File: src/rtl/lenet_pkg.sv
// Shared constants and types for the LeNet accelerator load/control path.
// Holds parameter defaults, write-target encoding, register map and FSM states.
package lenet_pkg;

    localparam int unsigned N_WEIGHT_DEF = 3220;
    localparam int unsigned N_BIAS_DEF   = 10;
    localparam int unsigned N_FMAP_DEF   = 784;

    localparam logic [1:0] SEL_NONE = 2'b00;
    localparam logic [1:0] SEL_WGT  = 2'b01;
    localparam logic [1:0] SEL_BIAS = 2'b10;
    localparam logic [1:0] SEL_FMAP = 2'b11;

    localparam logic [7:0] REG_CTRL     = 8'h00;
    localparam logic [7:0] REG_WGT      = 8'h04;
    localparam logic [7:0] REG_BIAS     = 8'h08;
    localparam logic [7:0] REG_FMAP     = 8'h0C;
    localparam logic [7:0] REG_DONE     = 8'h14;
    localparam logic [7:0] REG_RESULT   = 8'h18;
    localparam logic [7:0] REG_SOFT_CLR = 8'h1C;

    typedef enum logic [2:0] {
        StIdle,
        StLoad,
        StStart,
        StRun,
        StDone
    } ctrl_state_e;

    // Address width for an n-entry memory, never narrower than one bit.
    function automatic int unsigned addr_w(input int unsigned n);
        return (n > 1) ? $clog2(n) : 1;
    endfunction

endpackage

File: src/rtl/lenet_load_cnt.sv
// Saturating per-target write counter: counts 0..MAX, refuses increments once
// full and flags the refused increment as an overflow.
module lenet_load_cnt #(
    parameter int unsigned MAX = 10,
    parameter int unsigned AW  = 4
) (
    input  logic          clk_i,
    input  logic          rst_i,
    input  logic          clr_i,
    input  logic          inc_i,
    output logic [AW-1:0] addr_o,
    output logic          full_o,
    output logic          last_o,
    output logic          ovf_o
);

    localparam int unsigned CW = $clog2(MAX + 1);

    logic [CW-1:0] count_q;

    always_ff @(posedge clk_i) begin
        if (rst_i || clr_i) begin
            count_q <= '0;
        end else if (inc_i && !full_o) begin
            count_q <= count_q + 1'b1;
        end
    end

    assign full_o = (count_q == CW'(MAX));
    assign last_o = (count_q == CW'(MAX - 1));
    assign ovf_o  = inc_i && full_o;
    // Only meaningful while not full, where the count always fits in AW bits.
    assign addr_o = count_q[AW-1:0];

endmodule

File: src/rtl/lenet_load_ctrl.sv
// Load/run controller: streams weight, bias and pixel register writes into the
// local memories, kicks the conv/FC core once all three are full, captures the class.
module lenet_load_ctrl
    import lenet_pkg::*;
#(
    parameter int unsigned N_WEIGHT = N_WEIGHT_DEF,
    parameter int unsigned N_BIAS   = N_BIAS_DEF,
    parameter int unsigned N_FMAP   = N_FMAP_DEF,
    parameter int unsigned DATA_W   = 32
) (
    input  logic                        ACLK,
    input  logic                        ARESET,
    input  logic                        cfg_run_i,
    input  logic                        soft_clr_i,
    input  logic                        wr_valid_i,
    input  logic [1:0]                  wr_sel_i,
    input  logic [DATA_W-1:0]           wr_data_i,
    output logic                        wgt_we_o,
    output logic [addr_w(N_WEIGHT)-1:0] wgt_addr_o,
    output logic                        bias_we_o,
    output logic [addr_w(N_BIAS)-1:0]   bias_addr_o,
    output logic                        fmap_we_o,
    output logic [addr_w(N_FMAP)-1:0]   fmap_addr_o,
    output logic [DATA_W-1:0]           mem_wdata_o,
    output logic                        core_start_o,
    input  logic                        core_done_i,
    input  logic [3:0]                  core_class_i,
    output logic                        done_o,
    output logic [3:0]                  result_o,
    output logic                        busy_o,
    output logic                        err_o
);

    localparam int unsigned WGT_AW  = addr_w(N_WEIGHT);
    localparam int unsigned BIAS_AW = addr_w(N_BIAS);
    localparam int unsigned FMAP_AW = addr_w(N_FMAP);

    ctrl_state_e state_q, state_d;

    logic rst;
    logic run_abort, cnt_clr, load_wr, wr_err, all_full;
    logic wgt_inc, wgt_fire, wgt_full, wgt_last, wgt_ovf;
    logic bias_inc, bias_fire, bias_full, bias_last, bias_ovf;
    logic fmap_inc, fmap_fire, fmap_full, fmap_last, fmap_ovf;
    logic [WGT_AW-1:0]  wgt_cnt, wgt_addr_q;
    logic [BIAS_AW-1:0] bias_cnt, bias_addr_q;
    logic [FMAP_AW-1:0] fmap_cnt, fmap_addr_q;
    logic [DATA_W-1:0]  wdata_q;
    logic               wgt_we_q, bias_we_q, fmap_we_q;
    logic               core_start_q, core_start_d;
    logic               done_q, done_d;
    logic [3:0]         result_q, result_d;
    logic               err_q;

    // Soft clear is indistinguishable from a hardware reset.
    assign rst       = ARESET || soft_clr_i;
    assign run_abort = !cfg_run_i && (state_q inside {StLoad, StStart, StRun});
    assign cnt_clr   = (state_q == StIdle) || run_abort;
    assign load_wr   = (state_q == StLoad) && cfg_run_i && wr_valid_i;

    assign wgt_inc  = load_wr && (wr_sel_i == SEL_WGT);
    assign bias_inc = load_wr && (wr_sel_i == SEL_BIAS);
    assign fmap_inc = load_wr && (wr_sel_i == SEL_FMAP);

    assign wgt_fire  = wgt_inc && !wgt_full;
    assign bias_fire = bias_inc && !bias_full;
    assign fmap_fire = fmap_inc && !fmap_full;

    lenet_load_cnt #(.MAX(N_WEIGHT), .AW(WGT_AW)) u_wgt_cnt (
        .clk_i  (ACLK),
        .rst_i  (rst),
        .clr_i  (cnt_clr),
        .inc_i  (wgt_inc),
        .addr_o (wgt_cnt),
        .full_o (wgt_full),
        .last_o (wgt_last),
        .ovf_o  (wgt_ovf)
    );

    lenet_load_cnt #(.MAX(N_BIAS), .AW(BIAS_AW)) u_bias_cnt (
        .clk_i  (ACLK),
        .rst_i  (rst),
        .clr_i  (cnt_clr),
        .inc_i  (bias_inc),
        .addr_o (bias_cnt),
        .full_o (bias_full),
        .last_o (bias_last),
        .ovf_o  (bias_ovf)
    );

    lenet_load_cnt #(.MAX(N_FMAP), .AW(FMAP_AW)) u_fmap_cnt (
        .clk_i  (ACLK),
        .rst_i  (rst),
        .clr_i  (cnt_clr),
        .inc_i  (fmap_inc),
        .addr_o (fmap_cnt),
        .full_o (fmap_full),
        .last_o (fmap_last),
        .ovf_o  (fmap_ovf)
    );

    // True when every counter is full once this cycle's write lands.
    assign all_full = (wgt_full || (wgt_fire && wgt_last)) &&
                      (bias_full || (bias_fire && bias_last)) &&
                      (fmap_full || (fmap_fire && fmap_last));

    // An aborting cycle swallows any concurrent write without flagging it.
    assign wr_err = wr_valid_i && !run_abort &&
                    ((state_q != StLoad) || (wr_sel_i == SEL_NONE) ||
                     wgt_ovf || bias_ovf || fmap_ovf);

    always_comb begin
        state_d      = state_q;
        core_start_d = 1'b0;
        done_d       = done_q;
        result_d     = result_q;
        unique case (state_q)
            StIdle: begin
                if (cfg_run_i) state_d = StLoad;
            end
            StLoad: begin
                if (!cfg_run_i)    state_d = StIdle;
                else if (all_full) state_d = StStart;
            end
            StStart: begin
                // Two cycles here: request the pulse, then leave as it is driven.
                if (!cfg_run_i) begin
                    state_d = StIdle;
                end else if (core_start_q) begin
                    state_d = StRun;
                end else begin
                    core_start_d = 1'b1;
                end
            end
            StRun: begin
                if (!cfg_run_i) begin
                    state_d = StIdle;
                end else if (core_done_i) begin
                    state_d  = StDone;
                    done_d   = 1'b1;
                    result_d = core_class_i;
                end
            end
            StDone: begin
                if (!cfg_run_i) begin
                    state_d = StIdle;
                    done_d  = 1'b0;
                end
            end
            default: state_d = StIdle;
        endcase
    end

    always_ff @(posedge ACLK) begin
        if (rst) begin
            state_q      <= StIdle;
            wgt_we_q     <= 1'b0;
            bias_we_q    <= 1'b0;
            fmap_we_q    <= 1'b0;
            wgt_addr_q   <= '0;
            bias_addr_q  <= '0;
            fmap_addr_q  <= '0;
            wdata_q      <= '0;
            core_start_q <= 1'b0;
            done_q       <= 1'b0;
            result_q     <= '0;
            err_q        <= 1'b0;
        end else begin
            state_q      <= state_d;
            wgt_we_q     <= wgt_fire;
            bias_we_q    <= bias_fire;
            fmap_we_q    <= fmap_fire;
            if (wgt_fire)  wgt_addr_q  <= wgt_cnt;
            if (bias_fire) bias_addr_q <= bias_cnt;
            if (fmap_fire) fmap_addr_q <= fmap_cnt;
            if (wgt_fire || bias_fire || fmap_fire) wdata_q <= wr_data_i;
            core_start_q <= core_start_d;
            done_q       <= done_d;
            result_q     <= result_d;
            err_q        <= err_q || wr_err;
        end
    end

    assign wgt_we_o     = wgt_we_q;
    assign bias_we_o    = bias_we_q;
    assign fmap_we_o    = fmap_we_q;
    assign wgt_addr_o   = wgt_addr_q;
    assign bias_addr_o  = bias_addr_q;
    assign fmap_addr_o  = fmap_addr_q;
    assign mem_wdata_o  = wdata_q;
    assign core_start_o = core_start_q;
    assign done_o       = done_q;
    assign result_o     = result_q;
    assign busy_o       = state_q inside {StLoad, StStart, StRun};
    assign err_o        = err_q;

endmodule

File: config.mk
export PLATFORM = sky130hd
export DESIGN_NAME = lenet_load_ctrl
export DESIGN_NICKNAME = d
export VERILOG_FILES = /design/src/rtl/lenet_pkg.sv /design/src/rtl/lenet_load_cnt.sv /design/src/rtl/lenet_load_ctrl.sv
export SDC_FILE = /design/constraint.sdc
export NUM_CORES = 1
export LEC_CHECK = 0
export BUFFER_PORTS_ARGS = -buffer_cell sky130_fd_sc_hd__buf_4
export CORE_ASPECT_RATIO = 2
export CORE_MARGIN = 2
export CORE_UTILIZATION = 33
export DETAILED_ROUTE_END_ITERATION = 8
export PLACE_DENSITY = 0.6
export SYNTH_ARGS = -nofsm -noshare
export SYNTH_HDL_FRONTEND = slang
export SYNTH_SLANG_ARGS = --single-unit
File: constraint.sdc
create_clock -name ACLK -period 2.2 [get_ports ACLK]
set_input_delay 0.11 -clock ACLK [delete_from_list [all_inputs] [get_ports ACLK]]
set_output_delay 0.11 -clock ACLK [all_outputs]
set_load 0.01 [all_outputs]
==> impl_metrics.ini <==
[synthesis]
synth_area_per_cell_um2 = 8.48
yosysTopAreaCellShare_pct = 46.6
yosysWarnings = 0
synth_common_cells = dfxtp_1 (97), a21oi_1 (59), nand2_1 (55), nand3_1 (46), nor2_1 (39)
seq_area_frac_synth_pct = 46.6
synthTopCellsByArea = dfxtp_1 (47%), a21oi_1 (7.1%), nand3_1 (5.5%)
synth_nets = 543
synth_flop_cell = dfxtp_1
yosys.area.top_type = dfxtp_1
synth_area_um2 = 4170
synth_edf_count = 0
yosysMostFrequentCell = dfxtp_1
syn_inst = 492
ys_ff_latch = 97
ys_types = 53
synth_async_sr_flop_share_pct = 0

[placement]
dpl.hpwl_um = 7870
dp_slack_ns = 0.183
io_buffers = 112
placed_area_um2 = 5160
gp_congestion = 0.812

[drt]
ant_nets = 0
drc = 0
dr.pass1.iters = 4
vias = 3897
avgRoutedWirePerCell_um = 14.6
wl_um = 11000
via_per_inst = 5.18
drt_iter0_drc = 150

[timing]
layout_min_cycle_time_ns = 2.05
fmax_mhz = 489
fin_crit_sh_pct = 93.0
setup_violations = 0
hold_viol_final = 0
worstMarginPinSlew_ns = 0.914
rsz0062_at_grt = false
finalSetupTns_ns = 0
slew_headroom_pct = 39.1
fin_worst_skew_ns = 0.00972
whs_ns = 0.0349
worst_slack_ns = 0.153
final-max-slew-violation-count = 0

[worst_setup_path]
cp_slowest_stage_delay_ns = 0.44
rr_endpoint = mem_wdata_o[17]
cp-start-kind = flop
crit_cells = 8
rrSetupSlack_ns = 0.15
crit_path_end_kind = flop
path_class = flop to flop
cp_num_buf_inv = 2
rr_startpoint = u_fmap_cnt.addr_o[0]
critical-path-top-delay-family = simple AND/OR/NAND/NOR gates
worstRegToRegCells = 8
required_ns = 2.39
worstPathCellList = inv_1, ha_1, and4bb_2, and4_1, a21o_1, buf_4, nand3_1, a21oi_1
path_max_fanout = 32
critical_path.slowest_cell = dfxtp_1
cp.arrival_ns = 2.23

[die]
rows = 58
dieArea_um2 = 13600
core-area_um2 = 12500
start_util_pct = 33.4
fp.dieW_um = 83.5
io_pins = 113
die_y_um = 163

[power_and_ir_drop]
switchingPower_mw = 0.775
intPower_mw = 2.61
ir_drop_mv = 0.428
seqPwrFrac_pct = 52.0
power_switching_share_pct = 22.9
p_per_area_nw_per_um2 = 619
power_frac_comb_pct = 4.6
pwr-share-clk_pct = 43.4
power.leakage_nw = 2.09

[layout]
seq_area_um2 = 1940
n_fill_cell = 1255
fin_nets = 649
final_layout_size_suffix_gt1_share_pct = 24.9
area_growth_pct = 31.1
multi_input_area_um2 = 2000
final_core_util_pct = 43.8
diodes = 0
finalInstanceArea_um2 = 5470

[clock_tree]
cts_tree = yes
cts-root-buf = clkbuf_16
ctsHtreeMaxLevel = 3
cts-resized-gates = 0
cts_setup_buffers = 0
numCtsBuffers = 9
clock_latency_ns = 0.35
cts.clk_slew.worst_paths_ns = 0.07
ctsHoldBuffers = 4
clock_sinks = 97
clockBufferDepth = 2

[flow_run]
drv_cap = 0

[global_route]
overflow = 0
first_global_vias = 3689
antenna_found_initial = 0
grt_pass1_wl_um = 17600
grt_max_degree = 46
grt_usage_pct = 15.9

[hold_path]
worstHoldEndpoint = mem_wdata_o[10]
hold_class = input port to flop
hold-path-cell-count = 3
hold_path.startpoint = wr_data_i[10]

[status]
run_status = complete, no violations
[per-stage QoR]
step	instances	power, mW
after floorplan	492	1.86
after global placement	733	1.95
after detailed placement	733	1.95
after CTS	753	3.44
after global routing	753	3.52
final	753	3.39
[state kept, by name, indices dropped and copies added, names as in the netlist, 3 cells and up]
| name | count |
|---|---|
| result_o | 4 |
| u_bias_cnt.addr_o | 4 |
| bias_addr_o | 4 |
| wgt_addr_o | 12 |
| mem_wdata_o | 32 |
| fmap_addr_o | 10 |
| u_wgt_cnt.addr_o | 12 |
| state_q | 3 |
| u_fmap_cnt.addr_o | 10 |
[how the worst max path moves through the flow]
stage | start | end | slack (ns)
finish | u_fmap_cnt.addr_o[0] | mem_wdata_o[17] | 0.15
global route | state_q[2] | mem_wdata_o[20] | 0.01
CTS | u_fmap_cnt.addr_o[0] | mem_wdata_o[17] | 0.16
detailed placement | u_fmap_cnt.addr_o[0] | mem_wdata_o[17] | 0.18
global placement | u_fmap_cnt.addr_o[0] | mem_wdata_o[22] | 0.23
floorplan | u_fmap_cnt.addr_o[0] | mem_wdata_o[21] | 0.45
[placed cells by master (no fill, tap or decap), types with 2 or more instances in the layout]
cell | Yosys | layout
buf_4 | 4 | 121
dfxtp_1 | 97 | 97
a21oi_1 | 59 | 59
nand2_1 | 55 | 55
nand3_1 | 46 | 46
nor2_1 | 39 | 39
o21ai_0 | 27 | 27
o21ai_1 | 14 | 14
xor2_1 | 10 | 10
inv_1 | 9 | 9
nand4_1 | 9 | 9
xnor2_1 | 9 | 9
clkbuf_16 | 0 | 9
mux2i_1 | 8 | 8
ha_1 | 7 | 7
and4_1 | 6 | 6
nor3_1 | 5 | 5
and2_1 | 4 | 4
and3_1 | 4 | 4
nand2b_1 | 4 | 4
dlygate4sd3_1 | 0 | 4
buf_12 | 0 | 4
nor2b_1 | 3 | 3
a22oi_1 | 3 | 3
o22ai_1 | 3 | 3
nor4_1 | 3 | 3
or3_1 | 3 | 3
and4bb_2 | 2 | 2
nor3b_1 | 2 | 2
or2_2 | 2 | 2
a21o_1 | 2 | 2
and3b_1 | 2 | 2
or4_1 | 2 | 2
clkinvlp_4 | 0 | 2
inv_6 | 0 | 2
clkinv_2 | 0 | 2
[logic make-up after synthesis]
logic type / count (synthesis) / share of synthesized area (%)
adder cells (fa/ha/maj): 7 / 2.10
multiplexers: 8 / 1.92
AO/OA/AOI/OAI: 117 / 15.2
buffers and inverters: 43 / 5.37
AND/OR/NAND/NOR: 201 / 24.9
flip-flops: 97 / 46.6
XOR/XNOR: 19 / 3.99
[area by class of cell]
class,count,area share [%]
Inverter,9,0.618
Clock buffer,10,4.19
Clock inverter,6,0.778
Timing Repair Buffer,129,18.8
Tap cell,150,3.43
Sequential cell,97,35.5
Multi-Input combinational cell,352,36.7
[worst min-delay path, cell delays in order]
cell	delay [ns]
buf_4	0.10
o21ai_0	0.06
a21oi_1	0.06
[layer usage]
layer  part of all wire, %  track usage, %  wire length (µm)
met1                    39            16.8              4330
met2                    53            30.2              5880
met3                   5.2            3.29               572
met4                   2.0            6.60               216
met5                     0               0                 0
[power by group through the flow]
stage                     sequential, mW  combinational, mW  clock, mW
final                               1.76              0.155       1.47
after global routing                1.76              0.168       1.59
after CTS                           1.76              0.155       1.52
after detailed placement            1.80              0.149          0
after global placement              1.80              0.148          0
after floorplan                     1.80             0.0611          0
Power figures use the tool's default switching activity.
